$ cat src/rtl/noc_link_pkg.sv
// Shared definitions for the NoC link sender: flit field positions and framing states.
// Flit layout, MSB first: valid, head, tail, vc id, dest, payload.
package noc_link_pkg;

   typedef enum logic {
      IDLE = 1'b0,
      BODY = 1'b1
   } frame_state_t;

   function automatic int valid_pos(input int width_noc);
      return width_noc - 1;
   endfunction

   function automatic int head_pos(input int width_noc);
      return width_noc - 2;
   endfunction

   function automatic int tail_pos(input int width_noc);
      return width_noc - 3;
   endfunction

   function automatic int vc_lsb(input int width_noc, input int vc_w);
      return width_noc - 3 - vc_w;
   endfunction

   function automatic int dest_lsb(input int width_noc, input int vc_w, input int addr_w);
      return width_noc - 3 - vc_w - addr_w;
   endfunction

endpackage

$ cat src/rtl/rr_arbiter.sv
// Round-robin arbiter: searches upward from the pointer with wrap-around and
// moves the pointer just past the winner after every grant.
module rr_arbiter #(
   parameter int NUM_REQ = 2,
   parameter int IDX_W   = (NUM_REQ > 1) ? $clog2(NUM_REQ) : 1
) (
   input  logic               clk,
   input  logic               rst,
   input  logic [NUM_REQ-1:0] req,
   output logic [NUM_REQ-1:0] grant,
   output logic [IDX_W-1:0]   grant_idx,
   output logic               grant_any
);

   logic [IDX_W-1:0] ptr;

   always_comb begin
      int idx;
      grant     = '0;
      grant_idx = '0;
      grant_any = 1'b0;
      idx       = 0;
      for (int i = 0; i < NUM_REQ; i++) begin
         idx = int'(ptr) + i;
         if (idx >= NUM_REQ) idx = idx - NUM_REQ;
         if (!grant_any && req[idx]) begin
            grant[idx] = 1'b1;
            grant_idx  = IDX_W'(idx);
            grant_any  = 1'b1;
         end
      end
   end

   always_ff @(posedge clk or negedge rst) begin
      if (!rst) begin
         ptr <= '0;
      end else if (grant_any) begin
         if (int'(grant_idx) == NUM_REQ - 1) ptr <= '0;
         else                                ptr <= grant_idx + 1'b1;
      end
   end

endmodule

$ cat src/rtl/noc_vc_link_sender.sv
// Credit-flow-controlled NoC link transmitter: round-robin over per-VC local
// streams, one registered flit per cycle, per-VC credit and framing tracking.
module noc_vc_link_sender
   import noc_link_pkg::*;
#(
   parameter int WIDTH_NOC        = 8,
   parameter int N                = 16,
   parameter int NUM_VC           = 2,
   parameter int DEPTH_PER_VC     = 8,
   parameter int ADDRESS_WIDTH    = $clog2(N),
   parameter int VC_ADDRESS_WIDTH = $clog2(NUM_VC)
) (
   input  logic                        clk,
   input  logic                        rst,
   input  logic [NUM_VC*WIDTH_NOC-1:0] i_data_in,
   input  logic [NUM_VC-1:0]           i_valid_in,
   output logic [NUM_VC-1:0]           o_ready_out,
   output logic [WIDTH_NOC-1:0]        noc_flit_out,
   input  logic [NUM_VC-1:0]           noc_credits_in,
   output logic                        o_error
);

   localparam int VALID_POS = valid_pos(WIDTH_NOC);
   localparam int HEAD_POS  = head_pos(WIDTH_NOC);
   localparam int TAIL_POS  = tail_pos(WIDTH_NOC);
   localparam int VC_LSB    = vc_lsb(WIDTH_NOC, VC_ADDRESS_WIDTH);
   localparam int DEST_LSB  = dest_lsb(WIDTH_NOC, VC_ADDRESS_WIDTH, ADDRESS_WIDTH);
   localparam int CW        = $clog2(DEPTH_PER_VC + 1);
   localparam int IDX_W     = (NUM_VC > 1) ? $clog2(NUM_VC) : 1;
   localparam logic [CW-1:0] CREDIT_FULL = CW'(DEPTH_PER_VC);

   if (DEST_LSB < 0) begin : g_bad_layout
      $error("flit too narrow for header fields");
   end

   logic [NUM_VC-1:0]    eligible;
   logic [NUM_VC-1:0]    req;
   logic [NUM_VC-1:0]    grant;
   logic [NUM_VC-1:0]    overflow;
   logic [NUM_VC-1:0]    frame_err;
   logic [IDX_W-1:0]     grant_idx;
   logic                 vld_p0;
   logic [WIDTH_NOC-1:0] flit_p0;
   logic [WIDTH_NOC-1:0] flit_p1;
   logic                 error_q;

   for (genvar v = 0; v < NUM_VC; v++) begin : g_vc
      logic [CW-1:0] credit_q;
      frame_state_t  state_q;
      frame_state_t  state_d;
      logic          err_d;
      logic          send;
      logic          cred;
      logic          head;
      logic          tail;

      assign send = grant[v];
      assign cred = noc_credits_in[v];
      assign head = i_data_in[v*WIDTH_NOC + HEAD_POS];
      assign tail = i_data_in[v*WIDTH_NOC + TAIL_POS];

      // A credit pulse lands in the register, so eligibility follows one cycle later.
      assign eligible[v] = i_valid_in[v] && (credit_q != '0);
      assign overflow[v] = cred && !send && (credit_q == CREDIT_FULL);

      always_ff @(posedge clk or negedge rst) begin
         if (!rst) begin
            credit_q <= CREDIT_FULL;
         end else if (send && !cred) begin
            credit_q <= credit_q - 1'b1;
         end else if (!send && cred && (credit_q != CREDIT_FULL)) begin
            credit_q <= credit_q + 1'b1;
         end
      end

      always_ff @(posedge clk or negedge rst) begin
         if (!rst) state_q <= IDLE;
         else      state_q <= state_d;
      end

      // Malformed framing is flagged but the flit still goes out and the FSM resyncs.
      always_comb begin
         state_d = state_q;
         err_d   = 1'b0;
         if (send) begin
            if (head) begin
               state_d = tail ? IDLE : BODY;
               err_d   = (state_q == BODY);
            end else if (state_q == BODY) begin
               state_d = tail ? IDLE : BODY;
            end else begin
               err_d = 1'b1;
            end
         end
      end

      assign frame_err[v] = err_d;
   end

   assign req = eligible & {NUM_VC{rst}};

   rr_arbiter #(
      .NUM_REQ (NUM_VC),
      .IDX_W   (IDX_W)
   ) u_arb (
      .clk       (clk),
      .rst       (rst),
      .req       (req),
      .grant     (grant),
      .grant_idx (grant_idx),
      .grant_any (vld_p0)
   );

   assign o_ready_out = grant;

   // p0: select winner, force valid, stamp winning VC id
   always_comb begin
      flit_p0            = i_data_in[int'(grant_idx)*WIDTH_NOC +: WIDTH_NOC];
      flit_p0[VALID_POS] = 1'b1;
      for (int b = 0; b < VC_ADDRESS_WIDTH; b++) begin
         flit_p0[VC_LSB + b] = grant_idx[b];
      end
   end

   // p1: link register
   always_ff @(posedge clk or negedge rst) begin
      if (!rst)        flit_p1 <= '0;
      else if (vld_p0) flit_p1 <= flit_p0;
      else             flit_p1 <= '0;
   end

   always_ff @(posedge clk or negedge rst) begin
      if (!rst)                          error_q <= 1'b0;
      else if (|overflow || |frame_err)  error_q <= 1'b1;
   end

   assign noc_flit_out = flit_p1;
   assign o_error      = error_q;

endmodule
$ cat config.mk
export PLATFORM = sky130hd
export DESIGN_NAME = noc_vc_link_sender
export DESIGN_NICKNAME = d
export VERILOG_FILES = /design/src/rtl/noc_link_pkg.sv /design/src/rtl/rr_arbiter.sv /design/src/rtl/noc_vc_link_sender.sv
export SDC_FILE = /design/constraint.sdc
export NUM_CORES = 1
export LEC_CHECK = 0
export BUFFER_PORTS_ARGS = -buffer_cell sky130_fd_sc_hd__buf_4
export CORE_MARGIN = 2
export CORE_UTILIZATION = 38
export DETAILED_ROUTE_END_ITERATION = 10
export GPL_TIMING_DRIVEN = 1
export PLACE_DENSITY = 0.72
export SYNTH_ARGS = -nofsm -noshare
export SYNTH_HDL_FRONTEND = slang
export SYNTH_SLANG_ARGS = --single-unit
$ cat constraint.sdc
create_clock -name clk -period 3.2 [get_ports clk]
set_clock_uncertainty 0.1 [all_clocks]
set_input_delay 0.16 -clock clk [delete_from_list [all_inputs] [get_ports clk]]
set_output_delay 0.16 -clock clk [all_outputs]
set_load 0.05 [all_outputs]
Word-level counts from Yosys, hierarchy flattened:

Index checks and enable logic that the tools add are counted.

* register bits after elaboration: 20
* word-level logic and storage cells: 89

* add/sub/neg operators: 8
* order comparisons: 6
* equality and inequality tests: 4
* shift-type cells: 1
* mux-type cells: 36
* bitwise gates (word level): 2
* reduce and logical (&&, ||, !) cells: 25

Operators with widths (number)
* greater-or-equal comparator 32 x 1 -> 1 bit (second input constant): 2
* < comparator 32 x 3 -> 1 bit (second input constant): 2
* 2-to-1 mux 32 bit: 2
* greater-or-equal comparator 32 x 3 -> 1 bit (second input constant): 1
* subtractor 32 x 3 -> 32 bit (second input constant): 1
* 2-to-1 mux 1 bit: 25
* 2-to-1 mux 4 bit: 4
* indexed part select 16 x 5 -> 7 bit: 1
* logical AND 1 bit: 13
* adder 4 x 1 -> 4 bit (second input constant): 2
* == test 4 bit (second input constant): 2
* 2-to-1 mux 8 bit: 1
* inequality test 4 bit (second input constant): 2
* nonzero test 4 bit: 2
* subtractor 4 x 1 -> 4 bit (second input constant): 2
* logical NOT 1 bit: 5
* 2-to-1 mux 2 bit: 2
* nonzero test 2 bit: 2
* OR reduction 2 bit: 2
* subtractor 1 x 2 -> 3 bit (second input constant): 1
* adder 1 x 1 -> 2 bit (second input constant): 1
* AND 2 bit: 1
* demux 1 bit (select 1 bit): 2
* greater-or-equal comparator 1 x 2 -> 1 bit (second input constant): 1
* other kinds (3): 3

Longest topological paths before layout:

* depth in word-level cells: 15
* gate-level depth with buffers: 8

Hierarchy:

Synthesis repeated with hierarchy kept, for this count alone.

* cells, all modules: 103
* area total of the unflattened synthesis: 1103.6 sq um

Modules (own cells, without submodules)
* noc_vc_link_sender: times used 1, cells each 95, area each 1027.2 sq um, seq. area each 478.0 sq um
* rr_arbiter: times used 1, cells each 8, area each 76.3 sq um, seq. area each 25.0 sq um

Worst setup path before layout:

Ideal clock, no wire load.

* path kind: reg2reg
* from: register g_vc[0].credit_q[0]
* to: register g_vc[1].credit_q[2]
* setup time: 0.123 ns
* arrival time: 2.091 ns
* data required time: 2.977 ns
* setup slack: 0.885 ns
* stages on the path, launching flop included: 9
* period minus slack after synthesis: 2.315 ns
* path through: dfrtp_1 or4_4 and4b_4 nor3_4 xor2_1 ha_1 inv_1 o2bb2a_1 xnor2_1

* cells in the longest elaborated chain, start to end: 14

RTL lines
* from (decl): RTL line noc_vc_link_sender.sv:48 `logic [CW-1:0] credit_q;`
* from (signal assigned): RTL line noc_vc_link_sender.sv:70 `credit_q <= credit_q - 1'b1;`
* from (signal assigned): RTL line noc_vc_link_sender.sv:72 `credit_q <= credit_q + 1'b1;`
* nonzero test 4 bit (*): RTL line noc_vc_link_sender.sv:63 `assign eligible[v] = i_valid_in[v] && (credit_q != '0);`
* logical AND 1 bit (*): RTL line noc_vc_link_sender.sv:63
* AND 2 bit (*): RTL line noc_vc_link_sender.sv:100 `assign req = eligible & {NUM_VC{rst}};`
* 2-to-1 mux 1 bit (implied by the code) (3 in a row): RTL line rr_arbiter.sv:26 `if (!grant_any && req[idx]) begin`
* 2-to-1 mux 1 bit: RTL line rr_arbiter.sv:26
* logical NOT 1 bit: RTL line rr_arbiter.sv:26
* logical AND 1 bit: RTL line rr_arbiter.sv:26
* 2-to-1 mux 2 bit (*): RTL line rr_arbiter.sv:26
* logical NOT 1 bit: RTL line noc_vc_link_sender.sv:71 `end else if (!send && cred && (credit_q != CREDIT_FULL)) begin`
* logical AND 1 bit (2 in a row): RTL line noc_vc_link_sender.sv:71
* nonzero test 2 bit (no line)
* to (signal assigned): RTL line noc_vc_link_sender.sv:70
* to (signal assigned): RTL line noc_vc_link_sender.sv:72
* to (decl): RTL line noc_vc_link_sender.sv:48

Every way passes the cells marked *; elsewhere a longest branch is shown, timed or not. The select of a mux whose other input is x is not followed.
A chain may end at the register's enable or synchronous reset.

Worst setup path after layout:

* from: register g_vc[1].credit_q[1]
* to: register g_vc[0].credit_q[2]

* cells in the longest elaborated chain, start to end: 14

RTL lines (RTL line)
* nonzero test 4 bit (*): noc_vc_link_sender.sv:63
* logical AND 1 bit (*): noc_vc_link_sender.sv:63
* AND 2 bit (*): noc_vc_link_sender.sv:100
* 2-to-1 mux 1 bit (implied by the code) (3 in a row): rr_arbiter.sv:26
* 2-to-1 mux 1 bit: rr_arbiter.sv:26
* logical NOT 1 bit: rr_arbiter.sv:26
* logical AND 1 bit: rr_arbiter.sv:26
* 2-to-1 mux 2 bit (*): rr_arbiter.sv:26
* logical NOT 1 bit: noc_vc_link_sender.sv:71
* logical AND 1 bit (2 in a row): noc_vc_link_sender.sv:71
* nonzero test 2 bit (no line)

Marked as above.

==> flow_summary_export.csv <==
group,metric,value,unit
detailed_routing,drt-wirelength-per-cell,13.8,um
floorplan,num_io_pins,33,
global_route,overflow,0,
detailed_routing,dr.pass1.iters,4,
worst_setup_path,critPathLaunch,"g_vc[1].credit_q[1]",
timing,tns,0,ns
worst_setup_path,path_depth,8,
worst_setup_path,crit_end,"g_vc[0].credit_q[2]",
yosys,synth_top_cell_by_area,"dfrtp_1",
clocking,cts.htree.levels,1,
flow_run,drv_cap,0,
yosys,synth_edf_count,0,
worst_setup_path,crit_top_cell,"nor2_1",
detailed_routing,wl,2200,um
yosys,synthCells,87,
timing,period_needed,2.50,ns
timing,rsz0062_at_grt,"false",
power_and_ir_drop,powerDensity,705,nW/um2
placed_design,portBuffers,28,
worst_hold_path,hold_class,"input pin to flop",
yosys,synth-async-reset-ratio,1.00,
worst_setup_path,slowest_delay,0.50,ns
outcome,outcome,"completed",
yosys,syn_avg_cell_area,11.7,um2
yosys,synth.area.top_cells,"dfrtp_1 44%, a22o_1 6.9%, dfstp_2 5.1%",
worst_setup_path,reg2reg_depth,8,
finish,nNetsFinal,156,
timing,max_freq,400,MHz
detailed_routing,drc_errors,0,
floorplan,dieWidth,55.8,um
yosys,ys_seq_area_frac,0.493,
detailed_routing,vias,858,
finish,nFillCells,211,
yosys,syn_nets,111,
finish,diodes,0,
clocking,cts_resized,0,
clocking,cts_tree,"built",
yosys,synth_top_area_frac,0.441,
clocking,clockBufferDepth,2,
global_route,grt_usage,0.146,
detailed_routing,drtAntennaViolNets,0,
clocking,cts_buffers,3,
clocking,cts-root-buf,"clkbuf_4",
worst_setup_path,arrival,2.58,ns
worst_setup_path,required,3.28,ns
floorplan,coreArea,2520,um2
worst_setup_path,end_kind,"flop",
timing,period_share,0.781,
yosys,ys_seq_elements,20,
floorplan,rows,18,
global_route,antenna_found_initial,0,
power_and_ir_drop,leakage,0.655,nW
power_and_ir_drop,ir_worst_vdd,0.000521,V
worst_setup_path,crit_family,"simple AND/OR/NAND/NOR gates",
timing,maxSlewHeadroom,0.587,
worst_setup_path,startpoint_type,"flop",
global_route,first_global_vias,809,
placed_design,dp_hpwl,1500,um
worst_setup_path,path_max_fanout,6,
yosys,synth_ff_type,"dfrtp_1",
worst_setup_path,path_cells,"nor4_1, nor2_1, nor3_1, xor2_1, ha_1, nor2_1, a221oi_1, a21oi_1",
finish,area.growth.synth_to_final,38.7,%
timing,timing.hold.ws,0.0515,ns
worst_setup_path,r2r_end,"g_vc[0].credit_q[2]",
worst_setup_path,r2r_start,"g_vc[1].credit_q[1]",
finish,drive_above_1_share,0.323,
worst_setup_path,regToRegSetupSlack,0.70,ns
detailed_routing,drt_iter0_markers,24,
floorplan,dieArea,3120,um2
global_route,grt_pass1_wl,3540,um
yosys,syn-cell-area,1020,um2
yosys,yosys_warnings,0,
clocking,clkLatencyLatePin,0.30,ns
finish,layout_commonest_cell,"buf_4",
worst_hold_path,hp-start,"i_data_in[6]",
worst_setup_path,path_class,"flop to flop",
floorplan,start_util,0.405,
clocking,clk_pin_slew,0.10,ns
clocking,clock_sinks,20,
timing,worst_slew_pin_slew,0.615,ns
worst_setup_path,crit_slowest_cell,"nor3_1",
worst_setup_path,path_buf_inv,0,
finish,layout_common_cells,"29 x buf_4, 18 x dfrtp_1, 13 x dlygate4sd3_1",
placed_design,dpl_cell_area,1260,um2
floorplan,die_h,55.8,um
timing,slew_violations,0,
global_route,grt_max_degree,25,
detailed_routing,vias_per_cell,5.36,
yosys,synth.distinct_cells,36,
finish,fin_area,1420,um2
placed_design,place_congestion,0.749,
timing,setup_viol,0,
timing,finalHoldViolCount,0,
## logic make-up (layout without fill, tap and decap cells)
| logic type | after synthesis | after routing | synth area share |
|---|---|---|---|
| simple gates | 27 | 27 | 0.174 |
| compound gates | 23 | 23 | 0.184 |
| flops | 20 | 20 | 0.493 |
| xor+xnor | 9 | 9 | 0.0772 |
| mux | 3 | 3 | 0.0319 |
| buf+inv | 3 | 46 | 0.0159 |
| fa+ha+maj | 2 | 2 | 0.0245 |
## per-layer routing
layer,vias up,global-route usage,routed length (um)
met5,-,0,0
met4,0,0.0544,41
met3,6,0.0488,76
met2,15,0.253,1160
met1,426,0.167,923
li1,411,-,-
## sequential cells by signal (all words and copies together) (netlist names)
name	count
g_vc.credit_q	8
noc_flit_out	8
g_vc.state_q	2
o_error	1
u_arb.ptr	1
## layout make-up
type	instances	area (um2)	share of cell area
well taps	30	37.5	0.0265
multi-input cells	64	502	0.354
clock buffers	3	22.5	0.0159
flip-flops and latches	20	503	0.355
repair buffers	42	348	0.246
inverters	1	3.75	0.00265
## how the worst min path moves through the flow
| stage | to | depth (start not counted) |
|---|---|---|
| CTS | noc_flit_out[1] | 2 |
| finish | g_vc[0].state_q | 3 |
| detailed placement | g_vc[0].credit_q[2] | 1 |
| global placement | g_vc[0].credit_q[2] | 1 |
| global route | g_vc[0].state_q | 3 |
| floorplan | g_vc[0].credit_q[0] | 0 |
## metrics by stage
stage / worst slack [ns] / total power [mW] / util / instances
floorplan: 0.885 / 0.743 / - / 87
global placement: 0.795 / 0.844 / 0.501 / 144
detailed placement: 0.732 / 0.862 / 0.501 / 144
CTS: 0.707 / 1.00 / 0.554 / 158
global route: 0.508 / 1.07 / 0.562 / 160
finish: 0.701 / 0.999 / 0.562 / 160
## worst register-to-register path, cell delays in order (launching register included)
cell,delay (ns)
dfrtp_1,0.45
nor4_1,0.40
nor2_1,0.14
nor3_1,0.50
xor2_1,0.20
ha_1,0.20
nor2_1,0.07
a221oi_1,0.25
a21oi_1,0.07
## timing repair
item	CTS	global route
setup endpoints to repair	0	0
hold buffers	11	2
buffers inserted	0	0
endpoints found under the hold margin	27	1
## power by group
part | total [mW] | internal (mW) | switching (mW)
clock network | 0.116 | 0.0439 | 0.0722
logic | 0.446 | 0.213 | 0.234
registers | 0.437 | 0.348 | 0.0884
total | 0.999 | 0.605 | 0.394
## synth_stat cells, drive strengths merged (2+ instances only)
library cell  number
a21oi              5
a22o               8
a2bb2oi            2
buf                2
dfrtp             18
dfstp              2
ha                 2
mux2               2
nand2              4
nand3              3
nand4              2
nor2               7
nor3               4
xnor2              6
xor2               3
(Power assumes the default switching activity.)
